[config.mk]
export PLATFORM = sky130hd
export DESIGN_NAME = nco_iq_mixer
export DESIGN_NICKNAME = d
export VERILOG_FILES = /design/src/rtl/mixer_pkg.sv /design/src/rtl/nco_sincos_lut.sv /design/src/rtl/nco_iq_mixer.sv
export SDC_FILE = /design/constraint.sdc
export NUM_CORES = 1
export LEC_CHECK = 0
export ABC_AREA = 1
export BUFFER_PORTS_ARGS = -buffer_cell sky130_fd_sc_hd__buf_2
export CAP_MARGIN = 20
export CORE_MARGIN = 2
export CORE_UTILIZATION = 25
export DETAILED_ROUTE_END_ITERATION = 8
export GPL_TIMING_DRIVEN = 0
export PLACE_DENSITY_LB_ADDON = 0.15
export SLEW_MARGIN = 20
export SYNTH_ARGS = -nofsm -noshare
export SYNTH_HDL_FRONTEND = slang
export SYNTH_HIERARCHICAL = 1
export SYNTH_SLANG_ARGS = --single-unit
export TNS_END_PERCENT = 30
[constraint.sdc]
create_clock -name clk -period 3.1 [get_ports clk]
set_clock_uncertainty 0.2 [all_clocks]
set_input_delay 0.93 -clock clk [delete_from_list [all_inputs] [get_ports clk]]
set_output_delay 0.93 -clock clk [all_outputs]
set_load 0.02 [all_outputs]
[src/rtl/mixer_pkg.sv]
// Shared defaults and constant helpers for the NCO I/Q mixer: quarter-wave
// sine table generation and saturating negation.
package mixer_pkg;

    localparam int unsigned LO_WIDTH_DEF    = 8;
    localparam int unsigned PHASE_WIDTH_DEF = 26;
    localparam int unsigned LUT_ADDR_DEF    = 8;

    // Quadrant of the LO phase: top two bits of the table index
    typedef enum logic [1:0] {
        QUAD_0,
        QUAD_1,
        QUAD_2,
        QUAD_3
    } quad_t;

    localparam longint      HALF_PI_Q30  = 64'sd1686629713;
    localparam int unsigned TAYLOR_TERMS = 10;

    // Entry k (0..N/4) of the quarter-wave table: round(A*sin(pi/2*k/(N/4))).
    // Integer Q30 Taylor series so elaboration needs no real arithmetic.
    function automatic int qw_entry(input int unsigned lo_width,
                                    input int unsigned lut_addr,
                                    input int unsigned k);
        int unsigned qn;
        longint      x;
        longint      x2;
        longint      term;
        longint      acc;
        longint      amp;
        longint      val;
        qn   = 32'd1 << (lut_addr - 32'd2);
        x    = (HALF_PI_Q30 * longint'(k)) / longint'(qn);
        x2   = (x * x) >>> 30;
        term = x;
        acc  = x;
        for (int unsigned n = 1; n <= TAYLOR_TERMS; n++) begin
            term = (term * x2) >>> 30;
            term = -term / longint'((2 * n) * (2 * n + 1));
            acc  = acc + term;
        end
        amp = (64'sd1 <<< (lo_width - 1)) - 64'sd1;
        val = (acc * amp + (64'sd1 <<< 29)) >>> 30;
        if (val > amp) val = amp;
        if (val < 64'sd0) val = 64'sd0;
        return int'(val);
    endfunction

    // Negate a width-bit signed value, mapping the most negative code to +max
    function automatic int sat_neg(input int v, input int unsigned width);
        int lim;
        lim = int'(32'd1 << (width - 32'd1));
        return (v == -lim) ? lim - 1 : -v;
    endfunction

endpackage

[src/rtl/nco_sincos_lut.sv]
// Registered quarter-wave sine/cosine lookup: quadrant folding, table read,
// then sign application. Two-cycle latency from idx to lo_sin/lo_cos.
module nco_sincos_lut
    import mixer_pkg::*;
#(
    parameter int unsigned LO_WIDTH = LO_WIDTH_DEF,
    parameter int unsigned LUT_ADDR = LUT_ADDR_DEF
) (
    input  logic                       clk,
    input  logic                       reset,
    input  logic [LUT_ADDR-1:0]        idx,
    output logic signed [LO_WIDTH-1:0] lo_sin,
    output logic signed [LO_WIDTH-1:0] lo_cos
);

    localparam int unsigned OFS_W  = LUT_ADDR - 2;
    localparam int unsigned ADDR_W = LUT_ADDR - 1;
    localparam int unsigned QN     = 32'd1 << OFS_W;
    localparam logic [ADDR_W-1:0] QN_A = ADDR_W'(QN);

    logic signed [LO_WIDTH-1:0] rom [QN+1];

    for (genvar k = 0; k <= int'(QN); k++) begin : g_rom
        localparam int ENTRY = qw_entry(LO_WIDTH, LUT_ADDR, k);
        assign rom[k] = ENTRY[LO_WIDTH-1:0];
    end

    quad_t             quad;
    logic [ADDR_W-1:0] ofs;
    logic [ADDR_W-1:0] ofs_rev;
    logic [ADDR_W-1:0] sin_addr;
    logic [ADDR_W-1:0] cos_addr;
    logic              sin_neg;
    logic              cos_neg;

    // cos(idx) is sin(idx + N/4), so each quadrant reuses the same two addresses
    always_comb begin
        quad     = quad_t'(idx[LUT_ADDR-1 -: 2]);
        ofs      = {1'b0, idx[OFS_W-1:0]};
        ofs_rev  = QN_A - ofs;
        sin_addr = ofs;
        cos_addr = ofs_rev;
        sin_neg  = 1'b0;
        cos_neg  = 1'b0;
        unique case (quad)
            QUAD_0: begin
                sin_addr = ofs;
                cos_addr = ofs_rev;
            end
            QUAD_1: begin
                sin_addr = ofs_rev;
                cos_addr = ofs;
                cos_neg  = 1'b1;
            end
            QUAD_2: begin
                sin_addr = ofs;
                cos_addr = ofs_rev;
                sin_neg  = 1'b1;
                cos_neg  = 1'b1;
            end
            QUAD_3: begin
                sin_addr = ofs_rev;
                cos_addr = ofs;
                sin_neg  = 1'b1;
            end
        endcase
    end

    logic signed [LO_WIDTH-1:0] sin_mag;
    logic signed [LO_WIDTH-1:0] cos_mag;
    logic                       sin_neg_q;
    logic                       cos_neg_q;

    always_ff @(posedge clk or posedge reset) begin
        if (reset) begin
            sin_mag   <= '0;
            cos_mag   <= '0;
            sin_neg_q <= 1'b0;
            cos_neg_q <= 1'b0;
        end else begin
            sin_mag   <= rom[sin_addr];
            cos_mag   <= rom[cos_addr];
            sin_neg_q <= sin_neg;
            cos_neg_q <= cos_neg;
        end
    end

    always_ff @(posedge clk or posedge reset) begin
        if (reset) begin
            lo_sin <= '0;
            lo_cos <= '0;
        end else begin
            lo_sin <= sin_neg_q ? LO_WIDTH'(sat_neg(int'(sin_mag), LO_WIDTH)) : sin_mag;
            lo_cos <= cos_neg_q ? LO_WIDTH'(sat_neg(int'(cos_mag), LO_WIDTH)) : cos_mag;
        end
    end

endmodule

[src/rtl/nco_iq_mixer.sv]
// 1-bit RF I/Q mixer with on-chip NCO: phase accumulator, sin/cos LUT,
// rf-signed LO products and a matching valid pipe (3-cycle latency).
module nco_iq_mixer
    import mixer_pkg::*;
#(
    parameter int unsigned LO_WIDTH    = LO_WIDTH_DEF,
    parameter int unsigned PHASE_WIDTH = PHASE_WIDTH_DEF,
    parameter int unsigned LUT_ADDR    = LUT_ADDR_DEF
) (
    input  logic                       clk,
    input  logic                       reset,
    input  logic                       rf_in,
    output logic                       rf_out,
    input  logic                       enable,
    input  logic [PHASE_WIDTH-1:0]     ftw_in,
    input  logic                       ftw_load,
    input  logic                       phase_clear,
    output logic signed [LO_WIDTH-1:0] mix_i,
    output logic signed [LO_WIDTH-1:0] mix_q,
    output logic                       out_valid
);

    logic [PHASE_WIDTH-1:0]     ftw_reg;
    logic [PHASE_WIDTH-1:0]     phase_acc;
    logic [LUT_ADDR-1:0]        idx;
    logic [1:0]                 rf_d;
    logic [2:0]                 en_d;
    logic signed [LO_WIDTH-1:0] lo_sin;
    logic signed [LO_WIDTH-1:0] lo_cos;

    // The add uses the pre-load ftw_reg; a new word applies from the next edge
    always_ff @(posedge clk or posedge reset) begin
        if (reset) begin
            ftw_reg   <= '0;
            phase_acc <= '0;
        end else begin
            if (ftw_load) begin
                ftw_reg <= ftw_in;
            end
            if (phase_clear) begin
                phase_acc <= '0;
            end else if (enable) begin
                phase_acc <= phase_acc + ftw_reg;
            end
        end
    end

    // idx and rf_out sample together; rf_d/en_d track the two LUT stages
    always_ff @(posedge clk or posedge reset) begin
        if (reset) begin
            idx       <= '0;
            rf_out    <= 1'b0;
            rf_d      <= '0;
            en_d      <= '0;
            out_valid <= 1'b0;
        end else begin
            idx       <= phase_acc[PHASE_WIDTH-1 -: LUT_ADDR];
            rf_out    <= rf_in;
            rf_d      <= {rf_d[0], rf_out};
            en_d      <= {en_d[1:0], enable};
            out_valid <= en_d[2];
        end
    end

    nco_sincos_lut #(
        .LO_WIDTH (LO_WIDTH),
        .LUT_ADDR (LUT_ADDR)
    ) u_lut (
        .clk    (clk),
        .reset  (reset),
        .idx    (idx),
        .lo_sin (lo_sin),
        .lo_cos (lo_cos)
    );

    always_ff @(posedge clk or posedge reset) begin
        if (reset) begin
            mix_i <= '0;
            mix_q <= '0;
        end else begin
            mix_i <= rf_d[1] ? lo_cos : LO_WIDTH'(sat_neg(int'(lo_cos), LO_WIDTH));
            mix_q <= rf_d[1] ? lo_sin : LO_WIDTH'(sat_neg(int'(lo_sin), LO_WIDTH));
        end
    end

endmodule
==> impl_results.md, run 1 <==
* Final Net Count at 1260
* Worst Path Required at 3.19 ns
* Routed Wire Length at 19.9 mm
* Post-CTS Hold Buffers at 0
* Crit. End Element: register
* Vias at 6860
* DR vias/cell at 4.29
* Internal power at 4.26 mW
* CTS clk-pin slew, worst paths at 0.06 ns
* Post-synth EDFFs at 0
* Final worst slack at 0.283 ns
* Clock power share at 0.260
* First-pass GRT wire length at 34.3 mm
* RR Startpoint: idx[0]
* Critical path peak fanout at 13
* Avg Cell Area, Syn at 7.13 sq um
* Register area share after synthesis at 0.362
* Clock Latency Late Sink at 0.43 ns
* NetSw at 3.19 mW
* Fin Setup TNS at 0 ns
* Reg2reg path depth at 14
* Num rows at 65
* Final hold vios at 0
* 1st-pass router iterations at 5
* DP Worst Slack at 0.0693 ns
* Synth Flop Type: dfrtp_1
* Total grt overflow at 0
* Share of cells above drive strength 1 at 0.171
* Synth Net Count at 1191
* Top-count cell post-synth: nand2_1
* Post-synthesis cell count at 1114
* Port Buf Inserts at 48
* Initial antenna violation count at 0
* Largest cells by area after synthesis: dfrtp_1 36%, nand2_1 21%, ha_1 6.9%, inv_1 6.5%, nand3_1 5.1%
* Setup violators final at 0
* Reg power frac at 0.290
* Worst VDD drop at 0.462 mV
* F_max at 355 MHz
* Sw Ratio at 0.428
* CTS tree: done
* Biggest area consumer among synthesized cells: dfrtp_1
* Root buf cell: clkbuf_16
* Pin count of the biggest net entering global routing at 33
* Tmin final at 2.82 ns
* Hold Path Class: register to register
* HPWL Detailed at 15.8 mm
* Synthesized area at 7940 sq um
* Final period util at 0.909
* Share of Yosys cell area claimed by the top area cell type at 0.362
* Min-Delay Endpoint: out_valid
* Die width at 182 um
* Async SR Flop Fraction at 1.00
* Max Cap Viol at 0
* Final standard cell area without fillers at 9320 sq um
* CTS Sinks at 115
* Num CTS Buffers at 17
* Most instantiated cells after synthesis: 438 x nand2_1, 137 x inv_1, 115 x dfrtp_1
* #FFs+latches synth at 115
* Die Ht at 182 um
* Initial core utilization at 0.253
* Ports at 50
* Unrepaired setup endpoints after global routing: false
* Final ANT Viol Nets at 0
* P&R area growth vs syn at 17.3%
* Max Root-Sink Buffers at 2
* Tightest Pin Transition at 0.831 ns
* Ant. Diodes at 0
* Slew margin rel. at 0.444
* FILL cells at 3462
* Die area at 33200 sq um
* Worst Hold Path Cells at 0
* Status: complete, no violations
* # DRC at 0
* Worst path arrival time at 2.91 ns
* Tot GR Track Use at 0.129
* Vias in the first global route at 6939
* Register-to-register setup slack at 0.28 ns
* Crit Path Category: register to register
* DRT iter0 DRCs at 339
* H-tree Lvls at 4
* Dpl cell area at 8730 sq um
* Yosys warns at 6
* Crit start category: register
* WL/cell at 12.5 um
* Unique cell type count in the Yosys netlist at 44
* Worst r2r dst: u_lut/cos_mag[0]
* Global placement routability congestion at 0.846
* Pwr Density at 800 nW/um^2
* Static leakage at 4.97 nW
* CORE AREA at 31400 sq um
* Pins Over Slew Limit at 0
* Hold path startpoint: en_d[2]
* Logic pwr share at 0.450
power by group through the flow:
stage	Sequential, mW	Combinational (mW)	Clock, mW
CTS	2.17	3.39	2.01
floorplan	2.27	2.46	0
finish	2.16	3.35	1.94
global placement	2.20	3.36	0
detailed placement	2.20	3.37	0
global route	2.23	3.87	2.07
cell families after synthesis:
kind of cell,after synthesis,synth area share
simple gates,658,0.364
buf+inv,164,0.0841
flops,115,0.362
compound gates,91,0.0648
fa+ha+maj,45,0.0718
mux,25,0.0354
xor+xnor,16,0.0176
worst max-delay path by stage:
stage / endpoint / cells after the start / start / slack (ns)
after floorplan: u_lut/cos_mag[2] / 14 / idx[0] / 0.60
after CTS: u_lut/cos_mag[0] / 14 / idx[0] / 0.05
final: u_lut/cos_mag[0] / 14 / idx[0] / 0.28
after detailed placement: u_lut/cos_mag[0] / 14 / idx[0] / 0.07
after global placement: u_lut/sin_mag[2] / 14 / idx[0] / 0.05
after global routing: u_lut/sin_mag[2] / 14 / idx[0] / 0.12
layout by cell type, fill, tap and decap left out, types with 2 or more instances in the layout:
cell type,n
mux2_2,25
o21ai_1,13
a21oi_1,31
xor2_1,12
inv_1,135
ha_1,44
buf_12,2
nor2_2,11
nand3b_1,3
bufinv_16,2
nand3_2,9
nor3_1,8
o211ai_1,5
dfrtp_1,114
nor2_4,4
o31ai_1,3
a21oi_2,2
buf_2,57
or2_2,5
o21ai_0,28
nand2_4,6
clkinv_2,2
clkinv_4,6
nand2_1,438
o21bai_1,3
buf_4,4
inv_2,9
nand2_2,26
clkbuf_16,17
nand4_1,7
nor2_1,54
xnor2_1,4
buf_6,3
clkinvlp_4,5
nand3_1,81
a31oi_1,2
per-stage QoR:
step	cells	total power, mW	util	hold slack, ns
after floorplan	1114	4.73	-	0.131
after global placement	1564	5.56	0.277	0.137
after detailed placement	1566	5.57	0.278	0.135
after CTS	1598	7.57	0.297	0.148
after global routing	1598	8.16	0.297	0.153
final	1598	7.46	0.297	0.146
cell type report:
| cell class | count | area (sq um) | share of cell area |
|---|---|---|---|
| Inverter | 146 | 552 | 0.0592 |
| Sequential cell | 115 | 2880 | 0.309 |
| Buffer | 18 | 120 | 0.0129 |
| Multi-Input combinational cell | 835 | 4400 | 0.472 |
| Timing Repair Buffer | 50 | 280 | 0.0301 |
| Clock inverter | 15 | 161 | 0.0173 |
| Tap cell | 402 | 503 | 0.0540 |
| Clock buffer | 17 | 425 | 0.0457 |
metal layers:
metal  global-route usage  share of wire  vias up
li1                     -              -     3650
met1                0.167           0.50     3108
met2                0.216           0.46       86
met3               0.0257          0.025       16
met4               0.0371          0.014        0
met5                    0              0        -
worst max-delay path, stage by stage, from the launching register on:
cell,delay [ns]
dfrtp_2,0.55
inv_2,0.20
ha_1,0.40
nand2_1,0.09
o21ai_1,0.14
ha_1,0.28
or2_2,0.31
nand2_1,0.10
nand2_1,0.06
nand2_1,0.07
nand2_1,0.05
nand2_1,0.05
nand2_1,0.05
nand2_1,0.06
nand3_1,0.08
what timing repair did:
item / CTS / global route
hold endpoints to repair: 0 / 0
endpoints found under the setup margin: 0 / 6
resized for setup: 0 / 1
setup buffers: 0 / 0
Note: power is estimated with default switching activity, not from simulation.
==> run 2: changes to the inputs <==
--- a/config.mk
+++ b/config.mk
@@ -8,6 +8,8 @@
 export ABC_AREA = 1
 export BUFFER_PORTS_ARGS = -buffer_cell sky130_fd_sc_hd__buf_2
 export CAP_MARGIN = 20
+export CELL_PAD_IN_SITES_DETAIL_PLACEMENT = 0
+export CELL_PAD_IN_SITES_GLOBAL_PLACEMENT = 1
 export CORE_MARGIN = 2
 export CORE_UTILIZATION = 25
 export DETAILED_ROUTE_END_ITERATION = 8
@@ -16,6 +18,5 @@
 export SLEW_MARGIN = 20
 export SYNTH_ARGS = -nofsm -noshare
 export SYNTH_HDL_FRONTEND = slang
-export SYNTH_HIERARCHICAL = 1
 export SYNTH_SLANG_ARGS = --single-unit
 export TNS_END_PERCENT = 30
==> constraint.sdc (replaced) <==
create_clock -name clk -period 3 [get_ports clk]
set_clock_uncertainty 0.2 [all_clocks]
set_input_delay 0.9 -clock clk [delete_from_list [all_inputs] [get_ports clk]]
set_output_delay 0.9 -clock clk [all_outputs]
set_load 0.02 [all_outputs]
==> impl_results.md, run 2 <==
* Pwr Density at 859 nW/um^2 (+7.3%)
* Most frequent cells in the layout: 334 x nand2_1, 115 x dfrtp_1, 104 x nand3_1, 88 x inv_1, 58 x nor2_1
* Crit. End Element: register
* Total power at 7.41 mW (-0.66%)
* Unrepaired setup endpoints after global routing: false
* First-pass GRT wire length at 33.7 mm (-1.7%)
* Hold Path Class: register to register
* Share of cells above drive strength 1 at 0.144 (-0.0270)
* Port Buf Inserts at 48 (unchanged)
* CORE AREA at 28500 sq um (-9.1%)
* Static leakage at 4.35 nW (-12%)
* Critical path peak fanout at 12 (-1)
* Final Net Count at 1114 (-12%)
* Worst r2r dst: u_lut.cos_mag[4]
* Synthesized area at 7210 sq um (-9.2%)
* Non-filler instance count after layout at 1443 (-9.7%)
* Routed Wire Length at 20.3 mm (+2.1%)
* Total grt overflow at 0 (unchanged)
* Initial core utilization at 0.253 (-0.000340)
* Xor/xnor share of the synthesized area at 0.0182 (+0.000570)
* Initial antenna violation count at 0 (unchanged)
* Top-count cell post-synth: nand2_1
* H-tree Lvls at 4 (unchanged)
* Pins Over Slew Limit at 0 (unchanged)
* Tightest Pin Transition at 0.837 ns (+0.00556 ns)
* Compound-Gate Fraction of Synth Area at 0.0900 (+0.0253)
* Worst Path Required at 3.09 ns (-0.10 ns)
* P&R area growth vs syn at 19.6%
* Ports at 50 (unchanged)
* Register-to-register setup slack at 0.51 ns (+0.23 ns)
* CTS tree: done
* Met2 usage at 0.251 (+0.0348)
* Worst setup endpoint: u_lut.cos_mag[4]
* Root buf cell: clkbuf_16
* Placed Cells incl. Taps at 1411 (-9.9%)
* Post-CTS Hold Buffers at 0 (unchanged)
* Num rows at 62 (-4.6%)
* Max Root-Sink Buffers at 2 (unchanged)
* Synth Flop Type: dfrtp_1
* Post-synthesis cell count at 975 (-12%)
* Avg Cell Area, Syn at 7.40 sq um (+3.8%)
* Final hold vios at 0 (unchanged)
* Clock Latency Late Sink at 0.42 ns (about the same)
* Final Util at 0.302 (+0.00543)
* Vias at 6433 (-6.2%)
* Post-synthesis mux area share at 0.0390 (+0.00359)
* Crit start category: register
* Crit Path Category: register to register
* WL/cell at 14.1 um (+13%)
* Largest cells by area after synthesis: dfrtp_1 40%, nand2_1 17%, nand3_1 7.2%, ha_1 6.1%, inv_1 4.6%
* CTS Sinks at 115 (unchanged)
* Tot GR Track Use at 0.141 (+0.0126)
* Adder-cell share of the synthesized area at 0.0635 (-0.00835)
* Die width at 174 um (-4.6%)
* Largest family of logic cells by synthesized area: simple AND/OR/NAND/NOR gates
* #FFs+latches synth at 115 (unchanged)
* HPWL Detailed at 15.9 mm (+0.16%)
* Slew margin rel. at 0.440 (-0.00372)
* 1st-pass router iterations at 6 (+1)
* Worst VDD drop at 0.328 mV (-29%)
* Post-CTS resize count at 0 (unchanged)
* Postcts setup bufs at 0 (unchanged)
* CP startpoint: idx[0]
* Final standard cell area without fillers at 8630 sq um (-7.4%)
* Final period util at 0.829 (-0.0799)
* DR vias/cell at 4.46 (+3.8%)
* Num CTS Buffers at 17 (unchanged)
* Final ANT Viol Nets at 0 (unchanged)
* F_max at 402 MHz (+13%)
* Met3 track demand over resource at 0.0257 (-0.0000855)
* Worst path arrival time at 2.58 ns (-0.33 ns)
* Yosys warns at 0 (-6)
* Tmin final at 2.49 ns (-0.330 ns)
* Die area at 30200 sq um (-9.0%)
* Final hold slack at 0.145 ns (-0.00123 ns)
* Post-synth EDFFs at 0 (unchanged)
* Vias in the first global route at 6503 (-6.3%)
* Post-Synth Simple-Gate Area at 0.318 (-0.0454)
* Pin count of the biggest net entering global routing at 32 (-3.0%)
* Die Ht at 174 um (-4.6%)
* DRT iter0 DRCs at 367 (+8.3%)
* Synth Net Count at 1043 (-12%)
* Status: complete, no violations
* RR Startpoint: idx[0]
* GRT busiest layer: met2
* Register area share after synthesis at 0.399 (+0.0367)
* Unique cell type count in the Yosys netlist at 38 (-14%)
* Met1 usage at 0.175 (+0.00757)
* Share of Yosys cell area claimed by the top area cell type at 0.399 (+0.0367)
* CTS clk-pin slew, worst paths at 0.06 ns (about the same)
* Reg2reg path depth at 15 (+1)
* Ant. Diodes at 0 (unchanged)
* Global placement routability congestion at 0.782 (-7.6%)
* Most common cell after layout, fill and taps aside: nand2_1
* Most instantiated cells after synthesis: 334 x nand2_1, 115 x dfrtp_1, 104 x nand3_1
* Async SR Flop Fraction at 1.00 (unchanged)
* # DRC at 0 (unchanged)
* Max Cap Viol at 0 (unchanged)
* Dpl cell area at 8020 sq um (-8.1%)
* Biggest area consumer among synthesized cells: dfrtp_1
* Setup violators final at 0 (unchanged)
run 2: cell count changes after synthesis, moves of 13 or more:
cell	before	now
nand3_1	81	104
nand2_2	26	5
nand2_1	438	334
a21oi_1	31	44
o21ai_0	28	51
inv_1	137	89
run 2: logic make-up after synthesis:
family,count (synthesis)
AO/OA/AOI/OAI,120
XOR/XNOR,15
adder cells (fa/ha/maj),36
buffers and inverters,122
flip-flops,115
multiplexers,25
AND/OR/NAND/NOR,542
run 2: layer usage:
metal / part of all wire / up-vias
met5: 0 / -
met4: 0.013 / 0
met3: 0.027 / 16
met2: 0.51 / 97
met1: 0.45 / 2989
li1: - / 3331
run 2: where the power goes:
part           switching, mW  leakage [nW]  internal, mW
Clock                  0.767         0.293          1.33
Combinational           2.00          2.66          1.09
Sequential             0.253          1.41          1.98
run 2: how the worst min path moves through the flow:
stage | startpoint | to | slack (ns) | cells after the start
6_report | en_d[1] | en_d[2] | 0.15 | 0
5_1_grt | rf_d[0] | rf_d[1] | 0.16 | 0
2_1_floorplan | en_d[0] | en_d[1] | 0.13 | 0
3_3_place_gp | en_d[1] | en_d[2] | 0.13 | 0
3_5_place_dp | en_d[0] | en_d[1] | 0.14 | 0
4_1_cts | en_d[1] | en_d[2] | 0.15 | 0
run 2: cell type report:
class | instances | area, sq um
well taps | 384 | 480
fillers | 3148 | 19900
flip-flops and latches | 115 | 2880
plain buffers | 22 | 143
multi-input cells | 738 | 3820
inverters | 100 | 379
clock inverters | 13 | 160
clock buffers | 19 | 443
repair buffers | 52 | 328
run 2: critical path, cell delays in order (launching register included):
cell and delay (ns):
dfrtp_1 0.37, buf_6 0.15, inv_2 0.07, buf_6 0.15, ha_1 0.23, inv_2 0.11, nand2_1 0.09, nand3_1 0.12
nand2_1 0.13, inv_2 0.11, o21ai_1 0.32, nand2_1 0.08, nand2_1 0.07, nand2_1 0.05, nand2_1 0.05, nand3_1 0.06
run 2: through the flow:
stage / setup slack (ns) / TNS (ns)
after floorplan: 0.501 / 0
after global placement: -0.432 / -47.66
after detailed placement: 0.179 / 0
after CTS: 0.472 / 0
after global routing: 0.231 / 0
final: 0.513 / 0
